===== src/rtl/gardner_iq_agc.sv =====
// gardner_iq_agc
//   Adaptive-shift I/Q pre-processor that sits between the matched filter and
//   the Gardner timing loop. It tracks the joint I/Q peak magnitude over a
//   window of 2^WIN_LOG2 accepted samples, then picks an arithmetic right
//   shift that keeps the scaled peak below 2^TARGET_MSB. Both channels are
//   shifted and saturated to OUT_WIDTH. A manual mode forces a fixed shift.
//
//   Optional build macro: GARDNER_IQ_AGC_ROUND_EN
//     defined   -> round-half-up shift: (x + 2^(s-1)) >>> s for s > 0
//     undefined -> floor (truncating) shift
//
// Ports
//   clk, rst                     clock, synchronous active-high reset
//   I_in_tdata/tvalid            signed I sample and valid
//   Q_in_tdata/tvalid            signed Q sample and valid
//   manual_en, manual_shift      force the shift (window logic frozen)
//   I_out_tdata/tvalid           scaled I, 2-cycle latency
//   Q_out_tdata/tvalid           scaled Q, 2-cycle latency
//   shift_out                    shift applied to newly accepted samples
//   shift_upd                    one-cycle pulse after each window end
module gardner_iq_agc #(
    parameter int IN_WIDTH   = 16,
    parameter int OUT_WIDTH  = 16,
    parameter int WIN_LOG2   = 8,
    parameter int MAX_SHIFT  = 7,
    parameter int INIT_SHIFT = 2,
    parameter int TARGET_MSB = 13,
    localparam int SW = $clog2(MAX_SHIFT + 1)
) (
    input  logic                 clk,
    input  logic                 rst,
    input  logic [IN_WIDTH-1:0]  I_in_tdata,
    input  logic                 I_in_tvalid,
    input  logic [IN_WIDTH-1:0]  Q_in_tdata,
    input  logic                 Q_in_tvalid,
    input  logic                 manual_en,
    input  logic [SW-1:0]        manual_shift,
    output logic [OUT_WIDTH-1:0] I_out_tdata,
    output logic                 I_out_tvalid,
    output logic [OUT_WIDTH-1:0] Q_out_tdata,
    output logic                 Q_out_tvalid,
    output logic [SW-1:0]        shift_out,
    output logic                 shift_upd
);

    typedef enum logic [1:0] {ACQ, TRACK, MAN} state_t;

    // Saturation bounds expressed in the IN_WIDTH+1 working width.
    localparam logic signed [IN_WIDTH:0] OMAX =
        {{(IN_WIDTH-OUT_WIDTH+2){1'b0}}, {(OUT_WIDTH-1){1'b1}}};
    localparam logic signed [IN_WIDTH:0] OMIN =
        {{(IN_WIDTH-OUT_WIDTH+2){1'b1}}, {(OUT_WIDTH-1){1'b0}}};
    localparam logic [SW-1:0] SMAX = SW'(MAX_SHIFT);

    state_t                state_q, state_d;
    logic [SW-1:0]         shift_q, shift_d, man_sh, d_shift;
    logic [WIN_LOG2-1:0]   cnt_q, cnt_d;
    logic [IN_WIDTH:0]     peak_q, peak_d, mag_i, mag_q, m, peak_nxt;
    logic                  acc, win_end, upd_q, upd_d;
    int                    p_idx, d_raw;

    // Pipeline: vld_pipe[0] = S1 accept, vld_pipe[1] = output valid.
    logic [1:0]            vld_pipe;
    logic [IN_WIDTH-1:0]   s1_i, s1_q;
    logic [SW-1:0]         s1_sh;

    // |x| in one extra bit so the most negative input is exact.
    function automatic logic [IN_WIDTH:0] mag(input logic [IN_WIDTH-1:0] x);
        logic signed [IN_WIDTH:0] e;
        e = {x[IN_WIDTH-1], x};
        return e[IN_WIDTH] ? $unsigned(-e) : $unsigned(e);
    endfunction

    function automatic logic [OUT_WIDTH-1:0] scale(input logic [IN_WIDTH-1:0] x,
                                                   input logic [SW-1:0] s);
        logic signed [IN_WIDTH:0] e;
        e = {x[IN_WIDTH-1], x};
`ifdef GARDNER_IQ_AGC_ROUND_EN
        if (s != '0)
            e = e + $signed((IN_WIDTH+1)'(1) << (s - 1'b1));
`endif
        e = e >>> s;
        if (e > OMAX)
            return OMAX[OUT_WIDTH-1:0];
        else if (e < OMIN)
            return OMIN[OUT_WIDTH-1:0];
        return e[OUT_WIDTH-1:0];
    endfunction

    assign acc     = I_in_tvalid & Q_in_tvalid;
    assign win_end = (cnt_q == {WIN_LOG2{1'b1}});
    assign mag_i   = mag(I_in_tdata);
    assign mag_q   = mag(Q_in_tdata);
    assign man_sh  = (manual_shift > SMAX) ? SMAX : manual_shift;

    // Peak including the current sample, and the shift it asks for.
    always_comb begin
        m        = (mag_i > mag_q) ? mag_i : mag_q;
        peak_nxt = (m > peak_q) ? m : peak_q;
        p_idx    = -1;
        for (int k = 0; k <= IN_WIDTH; k++)
            if (peak_nxt[k]) p_idx = k;
        d_raw = p_idx - TARGET_MSB + 1;
        if (d_raw < 0)
            d_shift = '0;
        else if (d_raw > MAX_SHIFT)
            d_shift = SMAX;
        else
            d_shift = SW'(d_raw);
    end

    always_comb begin
        state_d = state_q;
        shift_d = shift_q;
        cnt_d   = cnt_q;
        peak_d  = peak_q;
        upd_d   = 1'b0;
        if (manual_en) begin
            // Manual wins over a coincident window end.
            state_d = MAN;
            shift_d = man_sh;
            cnt_d   = '0;
            peak_d  = '0;
        end else begin
            if (state_q == MAN) state_d = TRACK;
            if (acc) begin
                if (win_end) begin
                    cnt_d   = '0;
                    peak_d  = '0;
                    upd_d   = 1'b1;
                    state_d = TRACK;
                    if (state_q == ACQ)
                        shift_d = d_shift;
                    else if (d_shift > shift_q)
                        shift_d = shift_q + 1'b1;
                    else if (d_shift < shift_q)
                        shift_d = shift_q - 1'b1;
                end else begin
                    cnt_d  = cnt_q + 1'b1;
                    peak_d = peak_nxt;
                end
            end
        end
    end

    always_ff @(posedge clk) begin
        if (rst) begin
            state_q <= ACQ;
            shift_q <= SW'(INIT_SHIFT);
            cnt_q   <= '0;
            peak_q  <= '0;
            upd_q   <= 1'b0;
        end else begin
            state_q <= state_d;
            shift_q <= shift_d;
            cnt_q   <= cnt_d;
            peak_q  <= peak_d;
            upd_q   <= upd_d;
        end
    end

    // S1 captures the shift alongside the data so a window-end update never
    // touches the sample that closed the window.
    always_ff @(posedge clk) begin
        if (rst) begin
            vld_pipe    <= '0;
            s1_i        <= '0;
            s1_q        <= '0;
            s1_sh       <= '0;
            I_out_tdata <= '0;
            Q_out_tdata <= '0;
        end else begin
            vld_pipe    <= {vld_pipe[0], acc};
            s1_i        <= I_in_tdata;
            s1_q        <= Q_in_tdata;
            s1_sh       <= shift_q;
            I_out_tdata <= vld_pipe[0] ? scale(s1_i, s1_sh) : '0;
            Q_out_tdata <= vld_pipe[0] ? scale(s1_q, s1_sh) : '0;
        end
    end

    assign I_out_tvalid = vld_pipe[1];
    assign Q_out_tvalid = vld_pipe[1];
    assign shift_out    = shift_q;
    assign shift_upd    = upd_q;

endmodule

===== config.mk =====
export PLATFORM = sky130hd
export DESIGN_NAME = gardner_iq_agc
export DESIGN_NICKNAME = d
export VERILOG_FILES = /design/src/rtl/gardner_iq_agc.sv
export SDC_FILE = /design/constraint.sdc
export NUM_CORES = 1
export LEC_CHECK = 0
export CAP_MARGIN = 25
export CELL_PAD_IN_SITES_DETAIL_PLACEMENT = 1
export CELL_PAD_IN_SITES_GLOBAL_PLACEMENT = 1
export CORE_MARGIN = 5
export CORE_UTILIZATION = 47
export DETAILED_ROUTE_END_ITERATION = 7
export HOLD_SLACK_MARGIN = 0.15
export PLACE_DENSITY_LB_ADDON = 0.1
export SYNTH_ARGS = -nofsm -noshare
export SYNTH_HDL_FRONTEND = slang
export SYNTH_SLANG_ARGS = --single-unit

===== constraint.sdc =====
create_clock -name clk -period 39.8 [get_ports clk]
set_input_delay 9.95 -clock clk [delete_from_list [all_inputs] [get_ports clk]]
set_output_delay 9.95 -clock clk [all_outputs]
set_load 0.02 [all_outputs]

# ---- After elaboration in Yosys (flattened, before gate mapping)
# Cells that the tools add are included.
# W data, S select, Z words.
dict set report totals {
  out_inout_bits 38
  register_bits 100
  mem_count 0
  ram_bits 0
  wordCells 94
  romBits 0
  inputBits 40
  latch_bits 0
}
dict set report classes {
  eq_ne 2
  div 0
  addsub 7
  order_cmp 11
  bitwise_logic 3
  multipliers 0
  shift 2
  n_mux 49
  reduce_logical 8
}
# operator count
set op_table {}
lappend op_table {{$mux W32} 17}
lappend op_table {{$mux W16} 6}
lappend op_table {{$mux W17} 5}
lappend op_table {{$gt A17 B16 Y1 const B} 2}
lappend op_table {{$gt A17 B17 Y1} 2}
lappend op_table {{$lt A17 B16 Y1 const B} 2}
lappend op_table {{$neg A16 Y17} 2}
lappend op_table {{$sshr A16 B3 Y17} 2}
lappend op_table {{$add A32 B2 Y32 const B} 1}
lappend op_table {{$gt A32 B4 Y1 const B} 1}
lappend op_table {{$lt A32 B1 Y1 const B} 1}
lappend op_table {{$sub A32 B5 Y32 const B} 1}
lappend op_table {{$mux W3} 9}
lappend op_table {{$add A8 B1 Y8 const B} 1}
lappend op_table {{$eq A8 B8 Y1 const B} 1}
lappend op_table {{$mux W2} 4}
lappend op_table {{$mux W8} 1}
lappend op_table {{$mux W1} 7}
lappend op_table {{$reduce_bool A2 Y1} 2}
lappend op_table {{$reduce_bool A4 Y1} 1}
lappend op_table {{$reduce_or A2 Y1} 2}
lappend op_table {{$add A3 B1 Y3 const B} 1}
lappend op_table {{$gt A3 B3 Y1} 1}
lappend op_table {{$gt A3 B3 Y1 const B} 1}
lappend op_table {{other kinds (8)} 9}

# ---- Logic depth before layout (Yosys ltp)
# Gate-level depths: netlist of run 1.
dict set report depth {
  word_depth 35
  ltp_mapped 49
  ltp_nobuf 47
}

# ---- Least setup slack after synthesis of run 1
# No wires, ideal clock.
dict set report synth_timing {
  path_type {input to register}
  startpoint {input port Q_in_tdata[8]}
  endpoint {register shift_q[1] (netlist: shift_out[1])}
  t_required_ns 39.678
  path_buffers 4
  setup_ns 0.122
  setup_slack_ns 20.295
  t_arrival_ns 19.383
  cell_stages 46
  cell_sequence {or4_1 -> or2_1 -> buf_6 -> o41ai_2 -> xnor2_1 -> ha_1 -> a211oi_1 -> nor2_1 -> nor3_1 -> o22a_2 -> buf_6 -> mux2i_1 -> ha_1 -> a21o_1 -> a221o_1 -> nand2_1 -> a31oi_1 -> o21ai_2 -> [... 10 more ...] -> nor2_1 -> nand3_1 -> nor4_1 -> nand4_1 -> o21ai_0 -> inv_1 -> a41o_1 -> nor2_2 -> ha_1 -> inv_1 -> a21o_1 -> a21oi_1 -> nand2b_1 -> fa_1 -> nor2b_1 -> nor3_1 -> o21ai_1 -> a221o_1}
}
dict set report synth_via {
  elab_chain_cells 34
  word_cells_on_any_way 38
  classes_between {add/sub: 3; order compare: 6; mux: 27; reduce/logical: 2}
}
# element line
set synth_rtl {}
lappend synth_rtl {{start, declared} 34} ;# input logic [IN_WIDTH-1:0] Q_in_tdata,
lappend synth_rtl {{$neg A16 Y17} 71} ;# return e[IN_WIDTH] ? $unsigned(-e) : $unsigned(e);
lappend synth_rtl {{$mux W17 *} 71}
lappend synth_rtl {{$gt A17 B17 Y1} 98} ;# m = (mag_i > mag_q) ? mag_i : mag_q;
lappend synth_rtl {{$mux W17 *} 98}
lappend synth_rtl {{$gt A17 B17 Y1} 99} ;# peak_nxt = (m > peak_q) ? m : peak_q;
lappend synth_rtl {{$mux W17 *} 99}
lappend synth_rtl {{$mux W32 (16 in a row)} 102} ;# if (peak_nxt[k]) p_idx = k;
lappend synth_rtl {{$mux W32 *} 102}
lappend synth_rtl {{[... 3 more ...]} n/a}
lappend synth_rtl {{$mux W3} 106} ;# else if (d_raw > MAX_SHIFT)
lappend synth_rtl {{$mux W3 *} 104} ;# if (d_raw < 0)
lappend synth_rtl {{$gt A3 B3 Y1} 134} ;# else if (d_shift > shift_q)
lappend synth_rtl {{$mux W3} 134}
lappend synth_rtl {{$mux W3} 132} ;# if (state_q == ACQ)
lappend synth_rtl {{$mux W3} 127} ;# if (win_end) begin
lappend synth_rtl {{$mux W3} 126} ;# if (acc) begin
lappend synth_rtl {{$mux W3} 118} ;# if (manual_en) begin
lappend synth_rtl {{end signal, assigned} 149} ;# shift_q <= SW'(INIT_SHIFT);
lappend synth_rtl {{end signal, assigned} 155} ;# shift_q <= shift_d;
lappend synth_rtl {{end, declared} 56} ;# logic [SW-1:0] shift_q, shift_d, man_sh, d_shift;
# Every way passes the cells marked *; elsewhere a longest branch is shown, timed or not. The select of a mux whose other input is x is not followed.
# A chain may end at the register's enable or synchronous reset.

# ---- Worst setup path after layout of run 1
dict set report layout_timing {
  startpoint {input port I_in_tdata[8]}
  endpoint {register shift_q[1] (netlist: shift_out[1])}
}
dict set report layout_via {
  elab_chain_cells 34
  word_cells_on_any_way 38
  classes_between {add/sub: 3; order compare: 6; mux: 27; reduce/logical: 2}
}
# element line
set layout_rtl {}
lappend layout_rtl {{start, declared} 32} ;# input logic [IN_WIDTH-1:0] I_in_tdata,
lappend layout_rtl {{$neg A16 Y17} 71}
lappend layout_rtl {{$mux W17 *} 71}
lappend layout_rtl {{$gt A17 B17 Y1} 98}
lappend layout_rtl {{$mux W17 *} 98}
lappend layout_rtl {{$gt A17 B17 Y1} 99}
lappend layout_rtl {{$mux W17 *} 99}
lappend layout_rtl {{$mux W32 (16 in a row)} 102}
lappend layout_rtl {{$mux W32 *} 102}
lappend layout_rtl {{[... 3 more ...]} n/a}
lappend layout_rtl {{$mux W3} 106}
lappend layout_rtl {{$mux W3 *} 104}
lappend layout_rtl {{$gt A3 B3 Y1} 134}
lappend layout_rtl {{$mux W3} 134}
lappend layout_rtl {{$mux W3} 132}
lappend layout_rtl {{$mux W3} 127}
lappend layout_rtl {{$mux W3} 126}
lappend layout_rtl {{$mux W3} 118}
# Marks and branches as above.

==> flow_summary.json, run 1 <==
{
  "synth_edf_count": 0,
  "firstDrtPassIters": 4,
  "required_ps": 40040,
  "drive_gt1_share_pct": 11.0,
  "gp_congestion": 0.962,
  "hp-class": "reg2reg",
  "wl_um": 18800,
  "nFillCells": 1619,
  "grtUsageTotal_pct": 23.1,
  "grt_max_degree": 44,
  "crit_arrival_ps": 21290,
  "post_drt_wl_per_cell_um": 19.0,
  "synth_seq_cells": 100,
  "max_freq_ghz": 0.0475,
  "setup_viol": 0,
  "nNetsFinal": 892,
  "cts_resized": 0,
  "cts_buffers": 9,
  "max_stage_delay_ps": 660,
  "initial_utilization_pct": 48.1,
  "critPathMaxFanout": 15,
  "finalCriticalPeriod_ps": 21050,
  "drtAntennaViolNets": 0,
  "clockBufferDepth": 2,
  "dieArea_sq_mm": 0.0168,
  "die_w_um": 130,
  "rsz0062_at_grt": "no",
  "end_kind": "flop",
  "peakVddDrop_mv": 0.0185,
  "grt_antenna_before_repair": 0,
  "hold_violations": 0,
  "hpwl_um": 14700,
  "crit_slowest_cell": "o21ai_2",
  "root_buffer": "clkbuf_16",
  "area_growth_pct": 17.7,
  "synth_area_per_cell_sq_um": 9.09,
  "grt_first_pass_wirelength_um": 31200,
  "p_per_area_mw_per_mm2": 37.6,
  "clkTransAtPathRegs_ps": 70,
  "num_io_pins": 78,
  "grt_pass1_vias": 6072,
  "drc_errors": 0,
  "fin_setup_tns_ps": 0,
  "async_flop_share_pct": 0,
  "clock_latency_ps": 360,
  "seq_area_frac_synth_pct": 29.7,
  "clock_skew_ps": 10.4,
  "drtIter0Drc": 273,
  "slew_headroom_pct": 30.6,
  "design.core.area_sq_mm": 0.0140,
  "overflow": 0,
  "maxSlewViolCount": 0,
  "port_buffers": 77,
  "num_rows": 43,
  "final_core_util_pct": 56.6,
  "ctsHoldBuffers": 0,
  "worst-slew-pin-transition_ps": 1040,
  "p_leak_nw": 3.08,
  "maxCapViolCount": 0,
  "yosys.cell_types.count": 73,
  "syn_area_sq_mm": 0.00673,
  "synthCells": 741,
  "cts_tree": "yes",
  "htree_levels": 3,
  "cp_common_cell": "ha_1",
  "synthFlopType": "dfxtp_1",
  "via_count": 5682,
  "worstSetupStartpointType": "primary input",
  "die_h_um": 130,
  "diodes": 0,
  "clkSinkCount": 100,
  "status": "finished, final reports clean",
  "viasPerCell": 5.76,
  "critical_path_class": "in2reg",
  "post-cts-setup-buffers": 0,
  "ys_warn_count": 0,
  "fin_crit_sh_pct": 52.9
}
-- per-layer routing --
layer	part of all wire [%]	GRT usage, %
met4	2.1	7.15
met3	2.9	2.66
met2	53	43.6
met1	42	27.3
met5	0	0
-- state kept, by name, indices dropped and copies added, names as in the netlist --
name	cells
I_out_tdata	16
Q_out_tdata	16
cnt_q	8
peak_q	17
s1_i	16
s1_q	16
s1_sh	3
shift_out	3
shift_upd	1
state_q	2
vld_pipe	2
-- report_power, final --
part / switching, W / internal, W / total (W)
sequential: 0.00000310 / 0.000103 / 0.000106
clock: 0.0000420 / 0.0000514 / 0.0000934
combinational: 0.0000554 / 0.0000425 / 0.0000979
-- kinds of logic (layout without fill, tap and decap cells) --
group                    after synthesis  count (layout)  synth area share (%)
other                                  2               3                 0.112
adder cells (fa/ha/maj)               51              51                  9.59
XOR/XNOR                              34              34                  4.42
AO/OA/AOI/OAI                        133             133                  14.2
AND/OR/NAND/NOR                      264             264                  20.0
buffers and inverters                 84             148                  5.04
flip-flops                           100             100                  29.7
multiplexers                          73              73                  16.9
-- critical path: cells and delay by family --
| family | cells | cell delay [ps] |
|---|---|---|
| multiplexers | 2 | 630 |
| AND/OR/NAND/NOR | 16 | 3720 |
| buffers and inverters | 6 | 1160 |
| adder cells (fa/ha/maj) | 6 | 1710 |
| AO/OA/AOI/OAI | 14 | 3770 |
| XOR/XNOR | 1 | 340 |
-- layout make-up --
cell class | instances | area (sq um) | share of cell area (%)
clock buffer | 11 | 243 | 3.06
clock inverter | 5 | 65.1 | 0.821
inverter | 51 | 191 | 2.42
multi-input combinational | 558 | 4400 | 55.5
sequential | 100 | 2000 | 25.3
tap | 180 | 225 | 2.84
timing repair buffer | 81 | 801 | 10.1
-- final timing paths --
path / slack, ps / end / startpoint / cells after the start
worst max register to register: 32000 / shift_out[1]$_SDFFE_PP1P_ / peak_q[12]$_SDFFE_PP0P_ / 34
worst min-delay path: 520 / peak_q[16]$_SDFFE_PP0P_ / peak_q[16]$_SDFFE_PP0P_ / 2
worst min register to register: 520 / peak_q[16]$_SDFFE_PP0P_ / peak_q[16]$_SDFFE_PP0P_ / 2
worst max-delay path: 18750 / shift_out[1]$_SDFFE_PP1P_ / I_in_tdata[8] / 45
-- layout by cell type, fill, tap and decap left out, types with 8 or more instances in the layout --
master / count
o21a_1: 9
a211oi_1: 8
mux2i_1: 32
o21ai_0: 13
a21oi_1: 39
mux4_2: 26
ha_1: 50
xnor2_1: 9
nor2b_1: 31
nor2_1: 80
clkdlybuf4s50_1: 77
nor3_1: 18
nand3_1: 17
o21ai_1: 8
nand2_1: 57
inv_1: 50
clkbuf_16: 9
dfxtp_1: 100
or3_1: 8
xor2_1: 25
-- synthesized netlist by cell type, types with 4 or more instances --
master	count	area (sq um)
dfxtp_1	100	2000
nor2_1	80	300
nand2_1	57	214
ha_1	50	626
inv_1	50	188
a21oi_1	39	195
mux2i_1	32	320
nor2b_1	31	194
clkbuf_1	26	97.6
mux4_2	26	586
xor2_1	25	219
nor3_1	18	90.1
nand3_1	17	85.1
o21ai_0	14	70.1
o21a_1	9	67.6
xnor2_1	9	78.8
a211oi_1	8	60.1
or3_1	8	50.1
a22oi_1	7	52.6
and2_1	7	43.8
mux2_2	7	78.8
nand4_1	7	43.8
o21ai_1	7	35.0
o31ai_1	6	45.0
and4_1	5	43.8
mux2i_4	5	113
nand2b_1	5	31.3
o22ai_1	4	25.0
-- stage by stage --
step | setup slack [ps] | cells | cell area, sq um | hold WS (ps) | power [W]
2_1_floorplan | 20290 | 742 | 6740 | 452 | 0.000179
3_3_place_gp | 18990 | 970 | 7620 | 488 | 0.000201
3_5_place_dp | 18500 | 970 | 7620 | 503 | 0.000206
4_1_cts | 18780 | 986 | 7920 | 525 | 0.000299
5_1_grt | 17850 | 986 | 7920 | 549 | 0.000316
6_report | 18750 | 986 | 7920 | 516 | 0.000298
Note: power is estimated with default switching activity, not from simulation.
==> run 2, diff against run 1 <==
--- a/config.mk
+++ b/config.mk
@@ -9,7 +9,7 @@
 export CELL_PAD_IN_SITES_DETAIL_PLACEMENT = 1
 export CELL_PAD_IN_SITES_GLOBAL_PLACEMENT = 1
 export CORE_MARGIN = 5
-export CORE_UTILIZATION = 47
+export CORE_UTILIZATION = 44
 export DETAILED_ROUTE_END_ITERATION = 7
 export HOLD_SLACK_MARGIN = 0.15
 export PLACE_DENSITY_LB_ADDON = 0.1
==> constraint.sdc (replaced) <==
create_clock -name clk -period 21.8 [get_ports clk]
set_input_delay 5.45 -clock clk [delete_from_list [all_inputs] [get_ports clk]]
set_output_delay 5.45 -clock clk [all_outputs]
set_load 0.02 [all_outputs]
==> flow_summary.json, run 2 (synthesized netlist as in run 1, its figures left out) <==
{
  "hold_violations": 0,
  "worstSetupStartpointType": "primary input",
  "rrSetupSlack_ps": 14050,
  "critPathMaxFanout": 20,
  "busiest_layer": "met2",
  "firstDrtPassIters": 4,
  "cts_resized": 0,
  "dieArea_sq_mm": 0.0179,
  "post-cts-setup-buffers": 0,
  "reg2reg_depth": 34,
  "viasPerCell": 5.67,
  "fin_setup_tns_ps": 0,
  "crit_arrival_ps": 16900,
  "die_h_um": 134,
  "r2r_end": "shift_out[1]$_SDFFE_PP1P_",
  "crit_slowest_cell": "or4_4",
  "hp-class": "reg2reg",
  "overflow": 0,
  "grt_max_degree": 44,
  "stdcell_area_sq_mm": 0.00795,
  "fin_crit_sh_pct": 76.4,
  "num_io_pins": 78,
  "clock_skew_ps": 6.74,
  "min_to": "peak_q[16]$_SDFFE_PP0P_",
  "hold_start": "peak_q[16]$_SDFFE_PP0P_",
  "setup_viol": 0,
  "grtUsageTotal_pct": 21.6,
  "max_freq_ghz": 0.0601,
  "final_common_cell": "dfxtp_1",
  "finalCriticalPeriod_ps": 16650,
  "slew_headroom_pct": 34.4,
  "required_ps": 22050,
  "clkTransAtPathRegs_ps": 80,
  "clock_latency_ps": 350,
  "final_core_util_pct": 52.7,
  "design.core.area_sq_mm": 0.0151,
  "root_buffer": "clkbuf_16",
  "nNetsFinal": 892,
  "met3_usage_pct": 3.40,
  "cts_buffers": 9,
  "place_area_sq_mm": 0.00762,
  "ctsHoldBuffers": 0,
  "via_count": 5640,
  "multi_input_area_sq_mm": 0.00440,
  "drtIter0Drc": 175,
  "hpwl_um": 14900,
  "num_rows": 45,
  "grt_first_pass_wirelength_um": 31300,
  "p_per_area_mw_per_mm2": 68.8,
  "maxSlewViolCount": 0,
  "grtUsageMet1_pct": 26.1,
  "rsz0062_at_grt": "no",
  "regArea_sq_mm": 0.00200,
  "maxCapViolCount": 0,
  "die_w_um": 134,
  "drive_gt1_share_pct": 11.3,
  "worst-slew-pin-transition_ps": 982,
  "cts_tree": "yes",
  "htree_levels": 3,
  "initial_utilization_pct": 44.6,
  "area_growth_pct": 18.1,
  "diodes": 0,
  "gp_congestion": 0.883,
  "max_stage_delay_ps": 570,
  "grt_antenna_before_repair": 0,
  "clockBufferDepth": 2,
  "largest_register_ffs": 17,
  "drc_errors": 0,
  "regMostFlops": "peak_q",
  "post_drt_wl_per_cell_um": 19.1,
  "cp_common_cell": "ha_1",
  "p_total_w": 0.000547,
  "hold_depth": 2,
  "met2_usage_pct": 38.5,
  "end_kind": "flop",
  "nFillCells": 1738,
  "status": "finished, final reports clean",
  "critical_path_class": "in2reg",
  "port_buffers": 77,
  "wl_um": 18900,
  "clkSinkCount": 100,
  "grt_pass1_vias": 6064,
  "peakVddDrop_mv": 0.0374,
  "drtAntennaViolNets": 0,
  "reg2reg_from": "peak_q[6]$_SDFFE_PP0P_",
  "p_leak_nw": 3.09,
  "mostFrequentLayoutCells": "dfxtp_1 (99), nor2_1 (80), clkdlybuf4s50_1 (77)"
}
==> run 2: how the worst max path moves through the flow <==
stage,from,endpoint,cells past startpoint
global route,Q_in_tdata[6],shift_out[1]$_SDFFE_PP1P_,44
finish,I_in_tdata[10],shift_out[1]$_SDFFE_PP1P_,45
detailed placement,Q_in_tdata[6],shift_out[1]$_SDFFE_PP1P_,44
CTS,Q_in_tdata[6],shift_out[1]$_SDFFE_PP1P_,44
floorplan,Q_in_tdata[8],shift_out[1]$_SDFFE_PP1P_,46
global placement,Q_in_tdata[6],shift_out[1]$_SDFFE_PP1P_,44
==> run 2: final cells by class <==
class | count | area share (%)
multi-input cells | 558 | 55.3
flip-flops and latches | 100 | 25.2
repair buffers | 81 | 10.2
well taps | 188 | 2.96
clock buffers | 9 | 2.83
inverters | 51 | 2.41
clock inverters | 7 | 1.16
==> run 2: worst max-delay path: cells and delay by family <==
| family | cells | cell delay [ps] |
|---|---|---|
| and+or+nand+nor | 16 | 3760 |
| AOI/OAI and AO/OA | 14 | 3580 |
| adders and majority gates | 6 | 1720 |
| buffers and inverters | 6 | 1180 |
| muxes | 2 | 830 |
| xor gates and xnor gates | 1 | 350 |
==> run 2: metal layers <==
layer / vias to the layer above / share of wire [%]
met5: - / 0
met4: 0 / 3.2
met3: 27 / 3.4
met2: 100 / 51
met1: 2764 / 43
li1: 2749 / -
==> run 2: through the flow <==
step,instances,setup slack (ps),hold slack (ps)
finish,994,5150,527
global route,994,4460,548
CTS,993,5160,528
detailed placement,977,4970,509
global placement,977,5520,489
floorplan,742,6790,452
==> run 2: power by group <==
part           leakage (nW)  switching (W)  internal, W
sequential            0.818     0.00000705     0.000188
combinational          2.12       0.000102    0.0000778
clock                 0.154      0.0000797    0.0000923
